$ cat config.mk
export PLATFORM = sky130hd
export DESIGN_NAME = rep_add_mult
export DESIGN_NICKNAME = d
export VERILOG_FILES = /design/src/rtl/rep_add_mult.sv
export SDC_FILE = /design/constraint.sdc
export NUM_CORES = 1
export LEC_CHECK = 0
export CORE_ASPECT_RATIO = 1.75
export CORE_MARGIN = 1
export CORE_UTILIZATION = 58
export CTS_BUF_LIST = sky130_fd_sc_hd__clkbuf_8
export CTS_CLUSTER_DIAMETER = 200
export DETAILED_ROUTE_END_ITERATION = 6
export PLACE_DENSITY = 0.87
export SYNTH_ARGS = -nofsm -noshare
export SYNTH_HDL_FRONTEND = slang
export SYNTH_SLANG_ARGS = --single-unit
$ cat constraint.sdc
create_clock -name clk -period 3.15 [get_ports clk]
set_input_delay 0.945 -clock clk [delete_from_list [all_inputs] [get_ports clk]]
set_output_delay 0.945 -clock clk [all_outputs]
set_load 0.03 [all_outputs]
$ cat src/rtl/rep_add_mult.sv
// Sequential unsigned multiplier by repeated addition, with start/busy/done handshake.
// Optional build macro REP_ADD_MULT_SWAP_EN loads the smaller operand into the counter.
module rep_add_mult #(
    parameter int unsigned WIDTH = 8
) (
    input  logic                 clk,
    input  logic                 rst,
    input  logic                 start,
    input  logic [WIDTH-1:0]     a_in,
    input  logic [WIDTH-1:0]     b_in,
    output logic                 busy,
    output logic                 done,
    output logic [2*WIDTH-1:0]   product
);

    localparam int unsigned PW = 2 * WIDTH;

    typedef enum logic [1:0] {
        S_IDLE = 2'd0,
        S_LOAD = 2'd1,
        S_CALC = 2'd2,
        S_DONE = 2'd3
    } state_t;

    state_t           state_q, state_d;
    logic [PW-1:0]    a_q, a_d;
    logic [WIDTH-1:0] b_q, b_d;
    logic [PW-1:0]    p_q, p_d;
    logic             busy_d, done_d;
    logic [WIDTH-1:0] ld_a, ld_b;

    // Operand steering at load time: counter gets the smaller value when swapping is built in
`ifdef REP_ADD_MULT_SWAP_EN
    always_comb begin
        ld_a = a_in;
        ld_b = b_in;
        if (a_in < b_in) begin
            ld_a = b_in;
            ld_b = a_in;
        end
    end
`else
    always_comb begin
        ld_a = a_in;
        ld_b = b_in;
    end
`endif

    // Next-state, datapath and output decode
    always_comb begin
        state_d = state_q;
        a_d     = a_q;
        b_d     = b_q;
        p_d     = p_q;
        busy_d  = 1'b0;
        done_d  = 1'b0;
        case (state_q)
            S_IDLE: begin
                if (start) begin
                    a_d     = {{WIDTH{1'b0}}, ld_a};
                    b_d     = ld_b;
                    state_d = S_LOAD;
                end
            end
            S_LOAD: begin
                p_d     = '0;
                state_d = S_CALC;
            end
            S_CALC: begin
                if (b_q == '0) begin
                    state_d = S_DONE;
                end else begin
                    p_d = p_q + a_q;
                    b_d = b_q - WIDTH'(1);
                end
            end
            S_DONE: begin
                state_d = S_IDLE;
            end
            default: begin
                state_d = S_IDLE;
            end
        endcase
        // Outputs are registered, so they follow the state being entered
        busy_d = (state_d != S_IDLE);
        done_d = (state_d == S_DONE);
    end

    // State and datapath registers
    always_ff @(posedge clk) begin
        if (rst) begin
            state_q <= S_IDLE;
            a_q     <= '0;
            b_q     <= '0;
            p_q     <= '0;
            busy    <= 1'b0;
            done    <= 1'b0;
        end else begin
            state_q <= state_d;
            a_q     <= a_d;
            b_q     <= b_d;
            p_q     <= p_d;
            busy    <= busy_d;
            done    <= done_d;
        end
    end

    assign product = p_q;

endmodule

# Word level (Yosys, flattened, before mapping)
# Index checks and enable logic that the tools add are counted.
# totals
register_bits,36
inputBits,19
out_inout_bits,18
# classes
addsub,2
eq_ne,6
muxes,8
n_reduce_logical,8
# op_table
op,n
16-bit one-hot mux with 2 select lines,1
16-bit by 8-bit adder with 16-bit output,1
16-bit 2-to-1 mux,1
8-bit 2-to-1 mux,2
8-bit one-hot mux with 2 select lines,1
8-bit logical NOT,1
2-bit one-hot mux with 4 select lines,1
"8-bit by 1-bit subtractor with 8-bit output, second input constant",1
"2-bit equality test, second input constant",3
2-bit nonzero test,3
2-bit 2-to-1 mux,2
"2-bit inequality test, second input constant",2
2-bit AND reduction,2
3-bit AND reduction,1
"2-bit by 1-bit equality test with 1-bit output, second input constant",1
2-bit logical NOT,1

# Logic depth before layout (Yosys ltp)
# Gate-level depths: netlist (run 1).
# logic_depth
word_depth,4
depth_mapped,9
ltp_nobuf,8

# Least setup slack after synthesis (run 1)
# No wires, ideal clock.
# synth_timing
path_type,register -> register
from,"register p_q[0], in the netlist product[0]"
to,"register p_q[14], in the netlist product[14]"
setup_ns,0.070
arrival_time_ns,2.145
required_time_ns,3.080
path_slack_ns,0.935
stages_incl_launch_ff,9
n_path_buf,0
synth_period_minus_slack_ns,2.215
path_cell_list,dfxtp_1 > ha_1 > inv_1 > fa_1 > nand2b_1 > a211oi_2 > o21ai_2 > or3_1 > a21oi_1
# synth_between
elab_chain_len,3
# synth_lines
item,line,text
from (decl),28,"logic [PW-1:0] p_q, p_d;"
from (signal assigned),102,p_q <= p_d;
16-bit by 8-bit adder with 16-bit output,73,p_d = p_q + a_q;
16-bit 2-to-1 mux,70,if (b_q == '0) begin
16-bit one-hot mux with 2 select lines,57,case (state_q)
# No other way between the ends. The select of a mux whose other input is x is not followed.
# A chain may end at the register's enable or synchronous reset.

# Worst setup path in the final report (run 1)
# layout_timing
from,"register p_q[8], in the netlist product[8]"
to,output port product[8]
# layout_rtl
item,line,text
to (decl),13,output logic [2*WIDTH-1:0] product
# No word-level cell between the ends.

==> run summary, run 1 <==
GRT overflow: 0
Max incr delay on CP: 0.72 ns
Most numerous cell in the Yosys netlist: dfxtp_1
Crit path max-delay family: buffers and inverters
CP bufs+invs: 1
Area contributors post-synth: dfxtp_1 35%, ha_1 7.3%, a21oi_1 6.9%, nand2_1 4.6%, nand3_1 3.4%
Multi-input gate area: 1250 µm²
Worst reg2reg endpoint: product[9]
Post-Route WL: 4450 µm
Arr. time, crit path: 1.44 ns
Post-synth top area cell: dfxtp_1
Wire per inst: 14.0 µm
RSZ-0062 raised after global routing: false
Crit path max-delay cell type: clkdlybuf4s50_1
Slew @ Worst Pin: 0.588 ns
# port buffers: 36
Initial antenna violation count: 0
CP startpoint: product[8]
Status: completed
Register area: 721 µm²
# rows: 28
Setup CP Type: reg -> out
Syn-to-layout area delta: 23.1%
Hold Startpoint: a_q[0]
Via count of the first global-routing pass: 1751
Placer Congestion: 0.862
Worst-path clk slew: 0.07 ns
Number of synthesized flops with an enable pin: 0
Final slew viol count: 0
Fillers: 274
Global-route wire length before repair: 7270 µm
Clk root buf: clkbuf_8
Logic gate share of total power: 51.1%
# Post-CTS Setup Buffers: 0
Synth Register Bits: 36
Worst Hold Class: reg -> reg
Dpl hpwl: 3410 µm
Ys flop type: dfxtp_1
Cells after Synth: 237
Dpl cell area: 2450 µm²
Worst path required time: 2.20 ns
Max VDD drop: 0.000682 V
Final Worst Setup Slack: 0.762 ns
Number of synthesis warnings: 0
Post-route ant nets: 0
# hold bufs at CTS: 0
Largest net degree at the start of global routing: 25
Cell chain of the critical path: clkdlybuf4s50_1
Post-route minimum period: 2.39 ns
Max Freq: 419 MHz
CTS tree: done
Post-cts sizing count: 0
Clk_skew: 0.00388 ns
Final setup fails: 0
Total Nets Final: 307
Insertion delay to the later sink of the worst-skew pair: 0.28 ns
Mean Syn Cell Area: 8.62 µm²
Pre-antenna DRT Iters: 5
CP max FO: 7
Placed insts: 313
Synth top area share: 35.3%
Critical path endpoint: product[8]
Vias per cell: 5.96
NetSw: 0.000802 W
Switching part of the total power: 43.2%
Tcrit/Tclk final: 75.8%
Die Ht: 80.5 µm
Iter 0 DRT Violations: 34
P_leak: 0.929 nW
Residual DRC: 0
Distinct cell type count after synthesis: 54
H-tree levels: 2
Sequential share of power: 33.5%
Starting Density: 60.8%
Reg-to-reg slack, setup: 0.93 ns
CTS Sinks: 36
Final hold vios: 0
Pwr Density: 738 nW/µm²
Synth async-reset ratio: 0%
Clock power frac: 15.4%
Core box area: 3360 µm²
Setup TNS: 0 ns
Post-Syn Nets: 269
Antenna cell count: 0
Reg2reg path depth: 8
Pre-CTS setup slack: 0.688 ns
Max cap viols: 0
Worst r2r src: state_q[0]
Die W: 46.9 µm
WP depth: 1
Non-Filler Instances: 318
Final cell area excluding filler cells: 2520 µm²
Post-Synthesis Cell Area: 2040 µm²
Leading cell types by count after synthesis: 36 x dfxtp_1, 28 x a21oi_1, 25 x nand2_1, 14 x nand3_1, 14 x nor2_1
CTS Buf Count: 5
Vias: 1894
Seq/Total Area, Yosys: 35.3%
Internal power component: 0.00105 W
Die area: 3770 µm²
Worst Setup End Kind: primary output
Share of cells above drive strength 1: 10.3%
Rel. slew slack: 60.6%
Top-Level Pins: 37
All-layer global routing usage: 26.6%
Kind of start point of the critical path: register
Clk buf depth: 2
[worst min path at each step]
| stage | slack [ns] | depth (start not counted) | to |
|---|---|---|---|
| 6_report | 0.46 | 2 | a_q[0] |
| 3_5_place_dp | 0.45 | 2 | a_q[0] |
| 3_3_place_gp | 0.45 | 2 | a_q[0] |
| 2_1_floorplan | 0.44 | 2 | a_q[0] |
| 5_1_grt | 0.49 | 2 | a_q[4] |
| 4_1_cts | 0.46 | 2 | a_q[0] |
[flip-flops by register name (all words and copies together), names as in the netlist]
register  flops
product      16
a_q           8
b_q           8
state_q       2
busy          1
done          1
[cells by family after synthesis]
| group | count (synthesis) | synth area share (%) |
|---|---|---|
| XOR/XNOR | 5 | 2.14 |
| multiplexers | 2 | 1.04 |
| buffers and inverters | 18 | 3.55 |
| AO/OA/AOI/OAI | 79 | 28.1 |
| AND/OR/NAND/NOR | 84 | 21.6 |
| adder cells (fa/ha/maj) | 13 | 8.33 |
| flip-flops | 36 | 35.3 |
[stage by stage]
step	util (%)	power (W)	hold WS, ns
final	74.8	0.00186	0.464
after global routing	74.8	0.00200	0.492
after CTS	74.8	0.00186	0.463
after detailed placement	72.8	0.00157	0.454
after global placement	72.8	0.00156	0.454
after floorplan	-	0.00135	0.440
[cell usage in the layout, fill, tap and decap left out, types with 2 or more instances in the layout]
| cell type | instances |
|---|---|
| a21oi_2 | 2 |
| a22oi_1 | 2 |
| nor2b_1 | 3 |
| a21oi_1 | 28 |
| xnor2_1 | 4 |
| clkdlybuf4s50_1 | 36 |
| o211ai_1 | 3 |
| and2_1 | 3 |
| or2_2 | 2 |
| nor2_1 | 14 |
| inv_1 | 10 |
| dfxtp_1 | 36 |
| a31oi_1 | 2 |
| o21ai_0 | 13 |
| a32o_1 | 5 |
| o2111ai_1 | 2 |
| or3_1 | 5 |
| nor3_1 | 2 |
| o21ai_2 | 2 |
| nand4_1 | 4 |
| nand2_1 | 25 |
| o41ai_1 | 2 |
| o31ai_1 | 3 |
| buf_4 | 3 |
| nand3_1 | 14 |
| clkbuf_8 | 5 |
| ha_1 | 12 |
| nand2b_1 | 5 |
[power groups by stage]
| stage | clock network, W | registers, W | logic [W] |
|---|---|---|---|
| global route | 0.000313 | 0.000633 | 0.00105 |
| floorplan | 0 | 0.000647 | 0.000707 |
| finish | 0.000287 | 0.000622 | 0.000948 |
| detailed placement | 0 | 0.000630 | 0.000943 |
| global placement | 0 | 0.000629 | 0.000927 |
| CTS | 0.000293 | 0.000621 | 0.000945 |
[final cells by class]
class,count,share of cell area [%]
clock buffer,5,2.73
inverter,10,1.49
multi-input combinational,183,49.7
sequential,36,28.6
tap,45,2.24
timing repair buffer,39,15.2
[routing by layer]
layer	up-vias	track usage, %	share of wire (%)
met5	-	0	0
met4	0	15.4	3.4
met3	14	6.29	4.2
met2	49	46.3	53
met1	882	26.9	39
li1	949	-	-
Power figures use the tool's default switching activity.
==> run 2: changes to the inputs <==
CORE_UTILIZATION = 54   (was 58)
PLACE_DENSITY = 0.82   (was 0.87)
clock period = 2.5 ns   (was 3.15 ns; I/O delays follow)
==> run summary, run 2 (synthesis results as in run 1) <==
Status: completed
Antenna cell count: 0
All-layer global routing usage: 24.7%
Worst-path clk slew: 0.07 ns
Tcrit/Tclk final: 87.9%
Clk_skew: 0.00531 ns
Post-cts sizing count: 0
Register area: 721 µm²
Iter 0 DRT Violations: 36
# rows: 29
Worst Hold Class: reg -> reg
Clk buf depth: 2
Via count of the first global-routing pass: 1837
Core box area: 3630 µm²
Crit path max-delay family: buffers and inverters
Dpl hpwl: 3640 µm
Wire per inst: 14.6 µm
Clk root buf: clkbuf_8
Fillers: 307
Vias per cell: 5.96
Post-Route WL: 4800 µm
P_leak: 0.973 nW
Worst r2r src: product[0]
Insertion delay to the later sink of the worst-skew pair: 0.29 ns
Die Ht: 83.4 µm
# port buffers: 36
CTS Sinks: 36
Logic gate share of total power: 51.4%
# hold bufs at CTS: 0
Worst Hold Depth: 2
Post-route minimum period: 2.20 ns
Slew @ Worst Pin: 0.586 ns
GRT overflow: 0
Max incr delay on CP: 0.72 ns
Worst Setup End Kind: primary output
WP depth: 1
Largest net degree at the start of global routing: 25
Commonest cells after routing, fill and taps aside: 36 x dfxtp_1, 36 x clkdlybuf4s50_1, 28 x a21oi_1
Top-Level Pins: 37
Placer Congestion: 0.782
Clock power frac: 16.9%
CP bufs+invs: 1
Final hold vios: 0
Pre-antenna DRT Iters: 4
Reg-to-reg slack, setup: 0.31 ns
Rel. slew slack: 60.7%
Max VDD drop: 0.000760 V
Global-route wire length before repair: 7870 µm
Max Freq: 455 MHz
Crit path max-delay cell type: clkdlybuf4s50_1
Max reg flops: 16
Syn-to-layout area delta: 26.5%
Worst path required time: 1.75 ns
Die area: 4040 µm²
Final setup fails: 0
H-tree levels: 2
Post-route ant nets: 0
Total Nets Final: 313
Initial antenna violation count: 0
# Post-CTS Setup Buffers: 0
Reg2reg path depth: 8
Final slew viol count: 0
Worst reg2reg endpoint: product[14]
Arr. time, crit path: 1.45 ns
Multi-input gate area: 1250 µm²
CTS tree: done
Vias: 1956
Worst Hold Path EP: a_q[4]
Starting Density: 56.3%
CTS Buf Count: 5
Final cell area excluding filler cells: 2580 µm²
Die W: 48.5 µm
Setup CP Type: reg -> out
Cell chain of the critical path: clkdlybuf4s50_1
Setup TNS: 0 ns
Utilization after layout: 71.2%
Residual DRC: 0
Pwr Density: 958 nW/µm²
Tot Pwr: 0.00248 W
Max cap viols: 0
Hold Startpoint: a_q[4]
Share of cells above drive strength 1: 12.4%
Switching part of the total power: 42.5%
NetSw: 0.00105 W
Kind of start point of the critical path: register
RSZ-0062 raised after global routing: false
CP max FO: 7
Internal power component: 0.00142 W
Dpl cell area: 2490 µm²
Sequential share of power: 31.7%
run 2: metrics by stage:
stage          hold WS [ns]  cells  worst slack, ns
2_1_floorplan         0.440    237            0.285
3_3_place_gp          0.454    320            0.332
3_5_place_dp          0.458    320            0.311
4_1_cts               0.468    328            0.304
5_1_grt               0.498    328            0.183
6_report              0.465    328            0.303
run 2: metal layers:
layer,vias to the layer above,wire (µm),share of wire (%),global-route usage [%]
met2,37,2720,57,49.3
met5,-,0,0,0
met1,948,1870,39,24.5
met4,0,95,2.0,9.63
met3,8,117,2.4,3.30
li1,963,-,-,-
run 2: power groups by stage:
stage | clock network (W) | registers (W) | logic [W]
4_1_cts | 0.000418 | 0.000785 | 0.00127
3_5_place_dp | 0 | 0.000796 | 0.00127
5_1_grt | 0.000439 | 0.000800 | 0.00139
2_1_floorplan | 0 | 0.000816 | 0.000890
3_3_place_gp | 0 | 0.000792 | 0.00124
6_report | 0.000418 | 0.000785 | 0.00127
run 2: area by class of cell:
class | instances | area share, %
clock buffer | 6 | 3.20
clock inverter | 2 | 0.291
inverter | 10 | 1.45
multi-input combinational | 183 | 48.4
sequential | 36 | 27.9
tap | 46 | 2.23
timing repair buffer | 45 | 16.6
run 2: worst reg2reg max path, delay by kind of cell, from the launching register on:
kind / cells / cell delay [ns]
flops: 1 / 0.36
simple gates: 2 / 0.56
fa+ha+maj: 2 / 0.58
compound gates: 3 / 0.57
buf+inv: 1 / 0.06
run 2: worst max path at each step:
stage	endpoint	start	slack, ns
2_1_floorplan	product[14]	product[0]	0.29
3_3_place_gp	busy	start	0.33
3_5_place_dp	busy	start	0.31
4_1_cts	product[8]	product[8]	0.30
5_1_grt	product[14]	product[0]	0.18
6_report	product[8]	product[8]	0.30
